**src/rtl/serial_adder_pkg.sv**
```systemverilog
// Shared definitions for the bit-serial adder: FSM encoding and counter sizing.
package serial_adder_pkg;

    typedef enum logic [1:0] {
        IDLE  = 2'd0,
        SHIFT = 2'd1,
        DONE  = 2'd2
    } state_t;

    function automatic int unsigned cnt_width(input int unsigned w);
        return $clog2(w + 1);
    endfunction

endpackage

```
**src/rtl/fa_from_ha.sv**
```systemverilog
// 1-bit full adder composed from two halfAdder cells and an OR on the carries.
module fa_from_ha (
    input  logic a,
    input  logic b,
    input  logic cin,
    output logic s,
    output logic cout
);

    logic s1, c1, c2;

    halfAdder u_ha1 (
        .A     (a),
        .B     (b),
        .Sum   (s1),
        .Carry (c1)
    );

    halfAdder u_ha2 (
        .A     (s1),
        .B     (cin),
        .Sum   (s),
        .Carry (c2)
    );

    assign cout = c1 | c2;

endmodule

```
**src/rtl/halfAdder.sv**
```systemverilog
// Existing 1-bit half adder cell.
module halfAdder (
    input  logic A,
    input  logic B,
    output logic Sum,
    output logic Carry
);

    assign Sum   = A ^ B;
    assign Carry = A & B;

endmodule

```
**src/rtl/serial_adder.sv**
```systemverilog
// Bit-serial adder: LSB-first, one full-add per clock, result committed on entry to DONE.
module serial_adder
    import serial_adder_pkg::*;
#(
    parameter int unsigned WIDTH = 8
) (
    input  logic             clk,
    input  logic             rst_n,
    input  logic             start,
    input  logic [WIDTH-1:0] A,
    input  logic [WIDTH-1:0] B,
    output logic             busy,
    output logic             done,
    output logic [WIDTH-1:0] Sum,
    output logic             Carry
);

    localparam int unsigned CW = cnt_width(WIDTH);

    state_t           state, state_next;
    logic [WIDTH-1:0] a_sr, b_sr, s_sr, s_sr_next;
    logic             c_ff;
    logic [CW-1:0]    cnt;
    logic             fa_s, fa_cout;
    logic             last;

    fa_from_ha u_fa (
        .a    (a_sr[0]),
        .b    (b_sr[0]),
        .cin  (c_ff),
        .s    (fa_s),
        .cout (fa_cout)
    );

    // New sum bit enters at the MSB so the LSB-first stream lands in place after WIDTH steps.
    if (WIDTH == 1) begin : g_w1
        assign s_sr_next = fa_s;
    end else begin : g_wn
        assign s_sr_next = {fa_s, s_sr[WIDTH-1:1]};
    end

    assign last = (cnt == CW'(WIDTH - 1));

    always_ff @(posedge clk or negedge rst_n) begin
        if (!rst_n) begin
            state <= IDLE;
        end else begin
            state <= state_next;
        end
    end

    always_comb begin
        state_next = IDLE;
        case (state)
            IDLE:    state_next = start ? SHIFT : IDLE;
            SHIFT:   state_next = last ? DONE : SHIFT;
            DONE:    state_next = IDLE;
            default: state_next = IDLE;
        endcase
    end

    always_comb begin
        busy = 1'b0;
        done = 1'b0;
        case (state)
            SHIFT: busy = 1'b1;
            DONE: begin
                busy = 1'b1;
                done = 1'b1;
            end
            default: ;
        endcase
    end

    always_ff @(posedge clk or negedge rst_n) begin
        if (!rst_n) begin
            a_sr  <= '0;
            b_sr  <= '0;
            s_sr  <= '0;
            c_ff  <= 1'b0;
            cnt   <= '0;
            Sum   <= '0;
            Carry <= 1'b0;
        end else begin
            case (state)
                IDLE: begin
                    if (start) begin
                        a_sr <= A;
                        b_sr <= B;
                        s_sr <= '0;
                        c_ff <= 1'b0;
                        cnt  <= '0;
                    end
                end
                SHIFT: begin
                    c_ff <= fa_cout;
                    s_sr <= s_sr_next;
                    a_sr <= a_sr >> 1;
                    b_sr <= b_sr >> 1;
                    cnt  <= cnt + CW'(1);
                    // Sum/Carry hold the previous result until the final step.
                    if (last) begin
                        Sum   <= s_sr_next;
                        Carry <= fa_cout;
                    end
                end
                default: ;
            endcase
        end
    end

endmodule

```
**config.mk**
```make
export PLATFORM = sky130hd
export DESIGN_NAME = serial_adder
export DESIGN_NICKNAME = d
export VERILOG_FILES = /design/src/rtl/serial_adder_pkg.sv /design/src/rtl/fa_from_ha.sv /design/src/rtl/halfAdder.sv /design/src/rtl/serial_adder.sv
export SDC_FILE = /design/constraint.sdc
export NUM_CORES = 1
export LEC_CHECK = 0
export CORE_UTILIZATION = 47
export CTS_BUF_LIST = sky130_fd_sc_hd__clkbuf_16
export DETAILED_ROUTE_END_ITERATION = 16
export GPL_TIMING_DRIVEN = 0
export PLACE_DENSITY = 0.87
export SLEW_MARGIN = 20
export SYNTH_ARGS = -nofsm -noshare
export SYNTH_HDL_FRONTEND = slang
export SYNTH_SLANG_ARGS = --single-unit
export TNS_END_PERCENT = 20
```
**constraint.sdc**
```tcl
create_clock -name clk -period 1.6 [get_ports clk]
set_input_delay 0.24 -clock clk [delete_from_list [all_inputs] [get_ports clk]]
set_output_delay 0.24 -clock clk [all_outputs]
set_load 0.005 [all_outputs]
```
==> impl_results.md <==
- Synth Instances: 160
- Outcome: complete, no violations
- Synth Flop Type: dfrtp_1
- Share of cells above drive strength 1: 16.9%
- Period minus WS final: 1.55 ns
- Worst EP required: 1.77 ns
- FF+latch area: 976 um^2
- Clock share of power: 22.2%
- CP Capture Type: flip-flop
- Largest net degree at the start of global routing: 24
- Critical path arrival: 1.73 ns
- Worst Tran Pin Value: 0.417 ns
- Int Power: 2770 uW
- Syn avg cell area: 10.9 um^2
- Htree depth: 2
- CP Max Fanout: 10
- Row count: 21
- Core area: 3440 um^2
- Area of the multi-input gates: 749 um^2
- Post-synthesis to final-layout area growth: 33.6%
- Clk_lat worst skew: 0.28 ns
- Largest buffer count on any clock path: 2
- Vias per inst: 5.30
- # setup viols final: 0
- Peak VDD IR: 842 uV
- Post-route setup slack: 0.0481 ns
- Slew HR: 72.2%
- Clock Sinks: 39
- Antenna violations before repair: 0
- Die Area: 3970 um^2
- Vias in the first global route: 1,166
- Net Sw Power: 1380 uW
- Yosys warns: 0
- Global-route wire length before repair: 5.44 mm
- Pre-CTS setup slack: -0.169 ns
- Root buffer cell: clkbuf_16
- Power per Cell Area: 1780 nW/um^2
- Synthesized cell area: 1750 um^2
- Post-synthesis register bit count: 39
- Count of port buffers added during placement: 29
- Residual DRC: 0
- Setup Skew: 0.00449 ns
- Startpoint Class: flip-flop
- Leak pwr: 0.00115 uW
- Async SR Flop Fraction: 100%
- DRT iter0 DRCs: 46
- Critical path type: reg -> reg
- GP Congestion: 0.780
- Tcrit/Tclk final: 97.0%
- F_max: 644 MHz
- Pwr Total: 4150 uW
- Sequential area share after synthesis: 55.8%
- DR pass1 iterations: 4
- Total grt overflow: 0
- Initial Util: 50.8%
- Fillers: 262
- Max-cap viol count: 0
- Detail Route Antenna Nets: 0
- Net Sw Frac: 33.2%
- Io pins: 30
- Hold Vio Cnt, Final: 0
- Min-Delay Path Class: in -> async
- Detailed Place HPWL: 2.27 mm
- Die Span Y: 63.0 um
- Combinational Power Share: 38.9%
- CTS tree: built
- WL per Instance: 13.3 um
- N_diodes: 0
- Nets: 225
- TritonCTS buffer count: 5
- Sequential share of power: 38.9%
- Post-synth EDFFs: 0
- Yosys cell types: 20
- Clock slew at reported path FFs: 0.06 ns
- Commonest non-fill, non-tap cells in the layout: dfrtp_1 (39), nand2_1 (39), o21ai_0 (26), clkdlybuf4s50_1 (26), mux2i_1 (14)
- Total number of vias: 1,308
- All-Layer GR Usage: 18.5%
- Net Count, Synth: 184
- Fin. max-slew vios: 0
- Chip width: 63.0 um
- Final wirelength: 3.29 mm
==> stage by stage <==
step	setup TNS [ns]	cell area (um^2)	cells	utilization [%]	hold slack, ns
after CTS	-0.0392	2290	245	66.5	0.442
after floorplan	0	1750	160	-	-0.0556
after global placement	-25.55	2100	235	60.9	0.462
after detailed placement	-2.24	2120	236	61.5	0.200
final	0	2330	247	67.8	0.431
after global routing	-0.0832	2330	247	67.8	0.466
==> area by class of cell <==
class	count	share of cell area [%]
Inverter	3	0.482
Buffer	8	2.57
Timing Repair Buffer	34	14.8
Sequential cell	39	41.8
Clock inverter	2	0.375
Clock buffer	5	5.36
Multi-Input combinational cell	110	32.1
Tap cell	46	2.47
==> worst max-delay path, stage by stage (launching register included) <==
cell      delay (ns)
dfrtp_1         0.39
inv_2           0.10
ha_4            0.19
mux2i_4         0.30
clkbuf_4        0.26
nand2_1         0.08
o21ai_0         0.12
==> routing by layer <==
| layer | wire [um] | track usage, % | vias to the layer above |
|---|---|---|---|
| met4 | 59 | 7.85 | 0 |
| met5 | 0 | 0 | - |
| li1 | - | - | 626 |
| met1 | 1500 | 24.4 | 646 |
| met2 | 1580 | 26.9 | 30 |
| met3 | 153 | 7.12 | 6 |
==> cell families (layout without fill, tap and decap cells) <==
| family | after synthesis | count (layout) | synth area share, % |
|---|---|---|---|
| DFF | 39 | 39 | 55.8 |
| adders and majority gates | 5 | 5 | 4.01 |
| AOI/OAI and AO/OA | 31 | 31 | 9.02 |
| and+or+nand+nor | 50 | 50 | 12.8 |
| muxes | 24 | 24 | 14.6 |
| buffers and inverters | 11 | 52 | 3.72 |
==> timing repair <==
item	in CTS	in global routing
setup buffers	1	2
hold buffers	1	0
pin swaps	0	1
gates resized for setup	5	8
hold endpoints to repair	16	0
endpoints found under the setup margin	27	30
==> cells in the mapped netlist, types with 2 or more instances <==
library cell	n	share of area, %
a31oi_1	2	0.72
buf_2	4	1.1
buf_6	2	1.3
dfrtp_1	39	56
ha_1	4	2.9
inv_1	3	0.64
mux2_2	9	5.8
mux2i_1	14	8.0
nand2_1	39	8.4
nand2b_1	2	0.72
nand3_1	3	0.86
nor2b_1	4	1.4
o21ai_0	26	7.4
o21ai_1	3	0.86
==> state kept, by name, summed over array words and instances, names as in the netlist <==
signal  count
a_sr        8
Carry       1
s_sr        7
c_ff        1
Sum         8
cnt         4
state       2
b_sr        8
==> final timing paths <==
| kind | cells past startpoint | to | from | slack, ns |
|---|---|---|---|---|
| setup / recovery | 6 | b_sr[0] | state[1] | 0.05 |
| hold / removal | 2 | Sum[3] | rst_n | 0.43 |
| setup reg to reg | 6 | b_sr[0] | state[1] | 0.05 |
| hold reg to reg | 2 | s_sr[1] | s_sr[1] | 0.47 |
| max in group asynchronous | 3 | b_sr[4] | rst_n | 0.72 |
| min in group clk | 2 | s_sr[1] | s_sr[1] | 0.47 |
==> power groups by stage <==
| stage | Clock (uW) | Combinational (uW) | Sequential (uW) |
|---|---|---|---|
| 2_1_floorplan | 0 | 988 | 1570 |
| 3_3_place_gp | 0 | 1430 | 1600 |
| 3_5_place_dp | 0 | 1480 | 1620 |
| 4_1_cts | 947 | 1540 | 1610 |
| 5_1_grt | 987 | 1790 | 1660 |
| 6_report | 920 | 1610 | 1610 |
Note: power is estimated with default switching activity, not from simulation.
